**config.mk**
```make
export PLATFORM = sky130hd
export DESIGN_NAME = maple_rx_frame_decoder_flat
export DESIGN_NICKNAME = d
export VERILOG_FILES = /design/src/rtl/maple_rx_frame_decoder_if.sv /design/src/rtl/maple_rx_frame_decoder.sv /design/src/flat_wrapper.sv
export SDC_FILE = /design/constraint.sdc
export NUM_CORES = 1
export LEC_CHECK = 0
export BUFFER_PORTS_ARGS = -buffer_cell sky130_fd_sc_hd__buf_2
export CAP_MARGIN = 20
export CORE_MARGIN = 8
export CORE_UTILIZATION = 35
export DETAILED_ROUTE_END_ITERATION = 12
export PLACE_DENSITY = 0.63
export SLEW_MARGIN = 40
export SYNTH_ARGS = -nofsm -noshare
export SYNTH_HDL_FRONTEND = slang
export SYNTH_SLANG_ARGS = --single-unit
```
**constraint.sdc**
```tcl
create_clock -name aclk -period 3.5 [get_ports aclk]
set_input_delay 0.7 -clock aclk [delete_from_list [all_inputs] [get_ports aclk]]
set_output_delay 0.7 -clock aclk [all_outputs]
set_load 0.005 [all_outputs]
```
**src/rtl/maple_rx_frame_decoder_if.sv**
```systemverilog
// maple_rx_frame_decoder_if: AXI-Stream byte channel carrying decoded Maple Bus frames.
//   tvalid : byte valid                  (master -> slave)
//   tdata  : byte, MSB received first    (master -> slave)
//   tstrb  : constant 1 while tvalid     (master -> slave)
//   tlast  : final byte of a frame       (master -> slave)
//   tready : downstream ready            (slave  -> master)
interface maple_rx_frame_decoder_if #(
    parameter int W = 8
);
    logic         tvalid;
    logic [W-1:0] tdata;
    logic         tstrb;
    logic         tlast;
    logic         tready;
    modport master (output tvalid, tdata, tstrb, tlast, input tready);
    modport slave  (input tvalid, tdata, tstrb, tlast, output tready);
endinterface

```
**src/rtl/maple_rx_frame_decoder.sv**
```systemverilog
// maple_rx_frame_decoder: decodes Maple Bus SDCKA/SDCKB line activity into a TLAST-terminated AXI-Stream byte stream.
//   aclk, aresetn      : clock, asynchronous active-low reset
//   sdcka_in, sdckb_in : raw bus lines (asynchronous, idle high)
//   enable             : permits new frame starts (gates IDLE -> START only)
//   m_axis             : 8-bit AXI-Stream master (tvalid/tdata/tstrb/tlast, tready)
//   receiving          : high from start detect until the state returns to IDLE or DROP
//   frame_error        : one-cycle pulse on framing, overflow or timeout error
//   byte_count         : bytes transferred in the current/last frame, cleared at start detect
module maple_rx_frame_decoder #(
    parameter int C_AXIS_TDATA_WIDTH = 8,
    parameter int SYNC_STAGES        = 2,
    parameter int TIMEOUT_CYCLES     = 4096
) (
    input  logic                     aclk,
    input  logic                     aresetn,
    input  logic                     sdcka_in,
    input  logic                     sdckb_in,
    input  logic                     enable,
    maple_rx_frame_decoder_if.master m_axis,
    output logic                     receiving,
    output logic                     frame_error,
    output logic [10:0]              byte_count
);
    localparam int W  = C_AXIS_TDATA_WIDTH;
    localparam int BW = $clog2(W);
    localparam int TW = $clog2(TIMEOUT_CYCLES + 1);

    typedef enum logic [2:0] {
        S_IDLE,
        S_START,
        S_DATA,
        S_END,
        S_FLUSH_OK,
        S_FLUSH_ERR,
        S_DROP
    } state_t;

    state_t                 state_q, state_d;
    logic [SYNC_STAGES-1:0] sa_q, sa_d, sb_q, sb_d;
    logic                   a_prev_q, a_prev_d, b_prev_q, b_prev_d;
    logic [2:0]             cnt_q, cnt_d;
    logic [BW-1:0]          bit_q, bit_d;
    logic                   phase_q, phase_d;
    logic [W-2:0]           sh_q, sh_d;
    logic [W-1:0]           pend_q, pend_d;
    logic                   pend_v_q, pend_v_d;
    logic [TW-1:0]          tcnt_q, tcnt_d;
    logic                   tvalid_q, tvalid_d;
    logic                   tlast_q, tlast_d;
    logic [W-1:0]           tdata_q, tdata_d;
    logic                   receiving_q, receiving_d;
    logic                   frame_error_q, frame_error_d;
    logic [10:0]            byte_count_q, byte_count_d;

    logic         a, b, a_fall, a_rise, b_fall, b_rise, any_chg, both_chg;
    logic         tmo, out_free, xfer;
    logic         err, load, load_last, byte_clr;
    logic [W-1:0] load_data, new_byte;

    assign a        = sa_q[SYNC_STAGES-1];
    assign b        = sb_q[SYNC_STAGES-1];
    assign a_fall   = a_prev_q & ~a;
    assign a_rise   = ~a_prev_q & a;
    assign b_fall   = b_prev_q & ~b;
    assign b_rise   = ~b_prev_q & b;
    assign any_chg  = (a ^ a_prev_q) | (b ^ b_prev_q);
    assign both_chg = (a ^ a_prev_q) & (b ^ b_prev_q);
    assign tmo      = (tcnt_q == TW'(TIMEOUT_CYCLES - 1)) & ~any_chg;
    // The output register counts as free when it is empty or transferring this cycle.
    assign out_free = ~tvalid_q | m_axis.tready;
    assign xfer     = tvalid_q & m_axis.tready;
    // Phase A samples b on an a-fall, phase B samples a on a b-fall.
    assign new_byte = {sh_q, phase_q ? a : b};

    always_comb begin
        sa_d      = {sa_q[SYNC_STAGES-2:0], sdcka_in};
        sb_d      = {sb_q[SYNC_STAGES-2:0], sdckb_in};
        a_prev_d  = a;
        b_prev_d  = b;
        state_d   = state_q;
        cnt_d     = cnt_q;
        bit_d     = bit_q;
        phase_d   = phase_q;
        sh_d      = sh_q;
        pend_d    = pend_q;
        pend_v_d  = pend_v_q;
        err       = 1'b0;
        load      = 1'b0;
        load_last = 1'b0;
        load_data = pend_q;
        byte_clr  = 1'b0;
        // Inactivity counter runs inside a frame and restarts on any line edge.
        tcnt_d    = (state_q inside {S_START, S_DATA, S_END}) && !any_chg ? tcnt_q + 1'b1 : '0;
        case (state_q)
            S_IDLE: begin
                if (a_fall && b && enable) begin
                    state_d  = S_START;
                    cnt_d    = '0;
                    bit_d    = '0;
                    pend_v_d = 1'b0;
                    byte_clr = 1'b1;
                end
            end
            S_START: begin
                if (a_rise) begin
                    state_d = (cnt_q == 3'd4) ? S_DATA : S_IDLE;
                    phase_d = 1'b0;
                    bit_d   = '0;
                end else if (b_fall && !a) begin
                    cnt_d = cnt_q + 3'(cnt_q != 3'd7);
                end else if (tmo) begin
                    err     = 1'b1;
                    state_d = S_FLUSH_ERR;
                end
            end
            S_DATA: begin
                if (both_chg) begin
                    err     = 1'b1;
                    state_d = S_FLUSH_ERR;
                end else if (phase_q ? b_fall : a_fall) begin
                    sh_d    = new_byte[W-2:0];
                    bit_d   = bit_q + 1'b1;
                    phase_d = ~phase_q;
                    if (bit_q == BW'(W - 1)) begin
                        if (!pend_v_q) begin
                            pend_d   = new_byte;
                            pend_v_d = 1'b1;
                        end else if (out_free) begin
                            load   = 1'b1;
                            pend_d = new_byte;
                        end else begin
                            err     = 1'b1;
                            state_d = S_FLUSH_ERR;
                        end
                    end
                end else if (phase_q ? a_fall : b_fall) begin
                    // Clock edge of the wrong phase: in phase A it opens the end pattern.
                    err     = phase_q;
                    state_d = phase_q ? S_FLUSH_ERR : S_END;
                    cnt_d   = '0;
                end else if (tmo) begin
                    err     = 1'b1;
                    state_d = S_FLUSH_ERR;
                end
            end
            S_END: begin
                if (b_rise) begin
                    err     = !(cnt_q == 3'd2 && bit_q == '0 && pend_v_q);
                    state_d = err ? S_FLUSH_ERR : S_FLUSH_OK;
                end else if (a_fall && !b) begin
                    err     = (cnt_q == 3'd2);
                    state_d = err ? S_FLUSH_ERR : S_END;
                    cnt_d   = cnt_q + 1'b1;
                end else if (tmo) begin
                    err     = 1'b1;
                    state_d = S_FLUSH_ERR;
                end
            end
            S_FLUSH_OK, S_FLUSH_ERR: begin
                if (out_free) begin
                    load      = pend_v_q;
                    load_last = 1'b1;
                    pend_v_d  = 1'b0;
                    state_d   = (state_q == S_FLUSH_OK) ? S_IDLE : S_DROP;
                end
            end
            S_DROP: begin
                tcnt_d = (a && b) ? tcnt_q + 1'b1 : '0;
                if (a && b && tcnt_q == TW'(TIMEOUT_CYCLES - 1))
                    state_d = S_IDLE;
            end
            default: state_d = S_IDLE;
        endcase
        tvalid_d      = load | (tvalid_q & ~m_axis.tready);
        tdata_d       = load ? load_data : tdata_q;
        tlast_d       = load ? load_last : tlast_q;
        byte_count_d  = byte_clr ? '0 : byte_count_q + 11'(xfer);
        receiving_d   = (state_d != S_IDLE) && (state_d != S_DROP);
        frame_error_d = err;
    end

    always_ff @(posedge aclk or negedge aresetn) begin
        if (!aresetn) begin
            state_q       <= S_IDLE;
            sa_q          <= '1;
            sb_q          <= '1;
            a_prev_q      <= 1'b1;
            b_prev_q      <= 1'b1;
            cnt_q         <= '0;
            bit_q         <= '0;
            phase_q       <= 1'b0;
            sh_q          <= '0;
            pend_q        <= '0;
            pend_v_q      <= 1'b0;
            tcnt_q        <= '0;
            tvalid_q      <= 1'b0;
            tdata_q       <= '0;
            tlast_q       <= 1'b0;
            receiving_q   <= 1'b0;
            frame_error_q <= 1'b0;
            byte_count_q  <= '0;
        end else begin
            state_q       <= state_d;
            sa_q          <= sa_d;
            sb_q          <= sb_d;
            a_prev_q      <= a_prev_d;
            b_prev_q      <= b_prev_d;
            cnt_q         <= cnt_d;
            bit_q         <= bit_d;
            phase_q       <= phase_d;
            sh_q          <= sh_d;
            pend_q        <= pend_d;
            pend_v_q      <= pend_v_d;
            tcnt_q        <= tcnt_d;
            tvalid_q      <= tvalid_d;
            tdata_q       <= tdata_d;
            tlast_q       <= tlast_d;
            receiving_q   <= receiving_d;
            frame_error_q <= frame_error_d;
            byte_count_q  <= byte_count_d;
        end
    end

    assign m_axis.tvalid = tvalid_q;
    assign m_axis.tdata  = tdata_q;
    assign m_axis.tlast  = tlast_q;
    assign m_axis.tstrb  = tvalid_q;
    assign receiving     = receiving_q;
    assign frame_error   = frame_error_q;
    assign byte_count    = byte_count_q;
endmodule

```
**src/flat_wrapper.sv**
```systemverilog
// flat-port wrapper written by rule: the top's interface ports become plain ports
module maple_rx_frame_decoder_flat 
#(
    parameter int C_AXIS_TDATA_WIDTH = 8,
    parameter int SYNC_STAGES        = 2,
    parameter int TIMEOUT_CYCLES     = 4096
)
  (aclk, aresetn, sdcka_in, sdckb_in, enable, receiving, frame_error, byte_count, m_axis_tvalid, m_axis_tdata, m_axis_tstrb, m_axis_tlast, m_axis_tready);
  maple_rx_frame_decoder_if m_axis_i ();
  input  logic aclk;
  input  logic aresetn;
  input  logic sdcka_in;
  input  logic sdckb_in;
  input  logic enable;
  output logic receiving;
  output logic frame_error;
  output logic [10:0] byte_count;
  output wire logic [$bits(m_axis_i.tvalid)-1:0] m_axis_tvalid;
  output wire logic [$bits(m_axis_i.tdata)-1:0] m_axis_tdata;
  output wire logic [$bits(m_axis_i.tstrb)-1:0] m_axis_tstrb;
  output wire logic [$bits(m_axis_i.tlast)-1:0] m_axis_tlast;
  input wire logic [$bits(m_axis_i.tready)-1:0] m_axis_tready;
  assign m_axis_tvalid = m_axis_i.tvalid;
  assign m_axis_tdata = m_axis_i.tdata;
  assign m_axis_tstrb = m_axis_i.tstrb;
  assign m_axis_tlast = m_axis_i.tlast;
  assign m_axis_i.tready = m_axis_tready;
  maple_rx_frame_decoder #(.C_AXIS_TDATA_WIDTH(C_AXIS_TDATA_WIDTH), .SYNC_STAGES(SYNC_STAGES), .TIMEOUT_CYCLES(TIMEOUT_CYCLES)) u_core (.aclk(aclk), .aresetn(aresetn), .sdcka_in(sdcka_in), .sdckb_in(sdckb_in), .enable(enable), .m_axis(m_axis_i), .receiving(receiving), .frame_error(frame_error), .byte_count(byte_count));
endmodule
```
==> summary.md <==
| Metric | Value |
|---|---|
| Outcome | complete, no violations |
| Leak Pwr | 1.77 nW |
| DR WL/cell | 14.3 µm |
| Vias in the first global route | 2350 |
| Critical Path, Cell by Cell | inv_1 -> ha_1 -> mux2_2 -> a41oi_1 -> o22ai_1 -> or4_2 -> xor2_1 -> or2_1 |
| Syn avg cell area | 10.8 µm² |
| Hold WS | 0.185 ns |
| Die H | 113 µm |
| Vias | 2347 |
| Post-route cell area | 3760 µm² |
| Drt initial violations | 149 |
| Total gr overflow | 0 |
| Largest net degree at the start of global routing | 41 |
| Count leader, synth | dfrtp_1 |
| Reg clk slew, reported paths | 0.08 ns |
| Max VDD drop | 0.000203 V |
| Setup_tns | 0 ns |
| IO Port Bufs | 29 |
| Cell count after synthesis | 305 |
| Min Tclk post-route | 2.81 ns |
| Post-CTS Repair Setup Buffers | 0 |
| Share of layout cells above drive strength 1 | 26.2% |
| Root buffer cell | clkbuf_8 |
| Initial antenna violation count | 0 |
| Share of the synthesized area in the top cell type | 47.0% |
| Slew margin rel. | 42.0% |
| Die area | 12800 µm² |
| Final nets | 356 |
| Ys async rst share | 100% |
| FP Rows | 35 |
| Synth top area cells | dfrtp_1 47%, mux2_2 7.5%, nor2_1 5.0% |
| Post-route ant nets | 0 |
| DP Wirelength | 4590 µm |
| F_max | 356 MHz |
| TritonCTS Sinks | 68 |
| Worst flop-to-flop path startpoint | u_core.sb_q[1]$_DFF_PN1_ |
| Crit path max fanout | 9 |
| Synth warn | 0 |
| Top_reg_cell synth | dfrtp_1 |
| Worst r2r dst | u_core.receiving$_DFF_PN0_ |
| DRC errors left | 0 |
| Die X | 113 µm |
| Finished Core Util | 40.9% |
| Fill count | 896 |
| Crit Path Class | flip-flop to flip-flop |
| Syn nets | 323 |
| Worst EP required | 3.73 ns |
| EDFF count, synth | 0 |
| TritonCTS clock tree | yes |
| Hold_buf cts | 0 |
| Setup crit end kind | flip-flop |
| Max Root-Sink Buffers | 2 |
| Leading area contributor after synthesis | dfrtp_1 |
| First-pass GRT wire length | 11200 µm |
| TritonRoute pass-1 iters | 4 |
| I/O Pins | 30 |
| Yosys cell types | 55 |
| Max incr delay on CP | 0.70 ns |
| Final Hold Viols | 0 |
| Max-Cap Viols | 0 |
| Worst EP arrival | 3.05 ns |
| Slew Limit Fails | 0 |
| Slowest CP cell | or4_2 |
| Critical path startpoint category | flip-flop |
| Tot GR Track Use | 10.7% |
| Depth of the CTS H-tree | 3 |
| WL final | 6510 µm |
| ANT cells | 0 |
| Setup violations, final | 0 |
| Post-synth top cells | 62 x dfrtp_1, 44 x nor2_1, 22 x mux2_2, 16 x nand2_1, 13 x o21ai_0 |
| Min-delay worst type | input pin to async pin |
| Area of the mapped netlist | 3300 µm² |
| RePlAce Congestion | 0.888 |
| Final period util | 80.3% |
| Dpl cell area | 3560 µm² |
| Number of synthesized register bits | 68 |
| Total CTS buffers | 9 |
| Pwr Density | 419 nW/µm² |
| RSZ-0062 raised after global routing | false |
| Worst reg2reg setup slack | 0.69 ns |
| CTS resizes | 0 |
| Vias per cell | 5.17 |
| Starting Density | 35.9% |
| Latest clock arrival within the worst-skew pair | 0.35 ns |
| Clock Skew | 0.00976 ns |
| FF-to-FF path depth | 8 |
| Slew at the pin with the worst max-slew slack | 0.858 ns |
| Core Area | 9200 µm² |
| Area grow syn2layout | 13.9% |
| Sequential fraction of the synthesis area | 51.7% |
-- per-layer routing --
metal  vias up  global-route usage [%]  part of all wire, %
met5         -                       0                    0
met2        71                    16.3                   44
met4         0                    4.80                  2.2
met3        14                    3.19                  5.8
li1       1142                       -                    -
met1      1120                    13.7                   48
-- where the power goes --
| part | internal [mW] | total (mW) | switching (mW) |
|---|---|---|---|
| sequential | 0.805 | 0.824 | 0.0187 |
| combinational | 0.0388 | 0.103 | 0.0647 |
| clock | 0.331 | 0.647 | 0.317 |
| total | 1.17 | 1.57 | 0.400 |
-- kinds of logic (layout without fill, tap and decap cells) --
group	after synthesis	in the layout	share of synthesized area, %
DFF	68	68	51.7
adders and majority gates	12	12	4.54
xor gates and xnor gates	18	18	4.77
AOI/OAI and AO/OA	43	43	8.56
muxes	24	24	8.10
and+or+nand+nor	119	119	19.3
buffers and inverters	21	59	2.99
-- worst max-delay path: cells and delay by family, from the launching register on --
family          cells  cell delay [ns]
compound gates      2             0.39
simple gates        2             0.90
buf+inv             1             0.06
flops               1             0.62
fa+ha+maj           1             0.24
xor+xnor            1             0.16
mux                 1             0.33
-- sequential cells by signal, indices dropped and copies added, names as in the netlist, 3 cells and up --
register             count
u_core.tcnt_q           13
u_core.byte_count       11
u_core.load_data         8
u_core.m_axis.tdata      8
u_core.sh_q              7
u_core.bit_q             3
u_core.cnt_q             3
u_core.state_q           3
-- final cells by class --
cell class / instances / area [µm²] / share of cell area, %
sequential: 68 / 1710 / 45.4
timing repair buffer: 33 / 175 / 4.66
tap: 111 / 139 / 3.69
clock buffer: 9 / 124 / 3.29
clock inverter: 7 / 75.1 / 2.00
multi-input combinational: 216 / 1500 / 39.9
inverter: 10 / 37.5 / 0.998
-- metrics by stage --
step	total power, mW	instances	worst slack (ns)
4_1_cts	1.60	454	0.695
2_1_floorplan	0.901	305	0.859
5_1_grt	1.65	454	0.520
3_3_place_gp	0.939	438	0.762
3_5_place_dp	0.944	438	0.699
6_report	1.57	454	0.689
-- worst max-delay path by stage --
stage | startpoint | to | slack [ns] | cells after the start
3_5_place_dp | u_core.sb_q[1]$_DFF_PN1_ | u_core.receiving$_DFF_PN0_ | 0.70 | 8
3_3_place_gp | u_core.sb_q[1]$_DFF_PN1_ | u_core.receiving$_DFF_PN0_ | 0.76 | 8
5_1_grt | u_core.sb_q[1]$_DFF_PN1_ | u_core.receiving$_DFF_PN0_ | 0.52 | 8
6_report | u_core.sb_q[1]$_DFF_PN1_ | u_core.receiving$_DFF_PN0_ | 0.69 | 8
2_1_floorplan | u_core.sb_q[1]$_DFF_PN1_ | u_core.receiving$_DFF_PN0_ | 0.86 | 8
4_1_cts | u_core.sb_q[1]$_DFF_PN1_ | u_core.receiving$_DFF_PN0_ | 0.69 | 8
-- placed cells by master, fill, tap and decap left out, drive strengths merged, types with 2 or more instances in the layout --
cell,Yosys,routed
nand3b,3,3
nor4,2,2
or4,3,3
nor3,2,2
xor2,10,10
clkinv,0,2
or3,4,4
and2,3,3
a22o,3,3
xnor2,8,8
mux2i,2,2
or2,2,2
nand4,9,9
nor2b,6,6
nand4b,2,2
nor2,44,44
a21oi,9,9
nand2,16,16
nor3b,3,3
ha,12,12
a31oi,3,3
mux2,22,22
buf,1,33
or3b,2,2
a311o,2,2
o211ai,3,3
o21ai,13,13
inv,10,11
nand3,10,10
clkinvlp,0,3
dfstp,6,6
nand2b,4,4
clkbuf,9,9
dfrtp,62,62
Power figures use the tool's default switching activity.
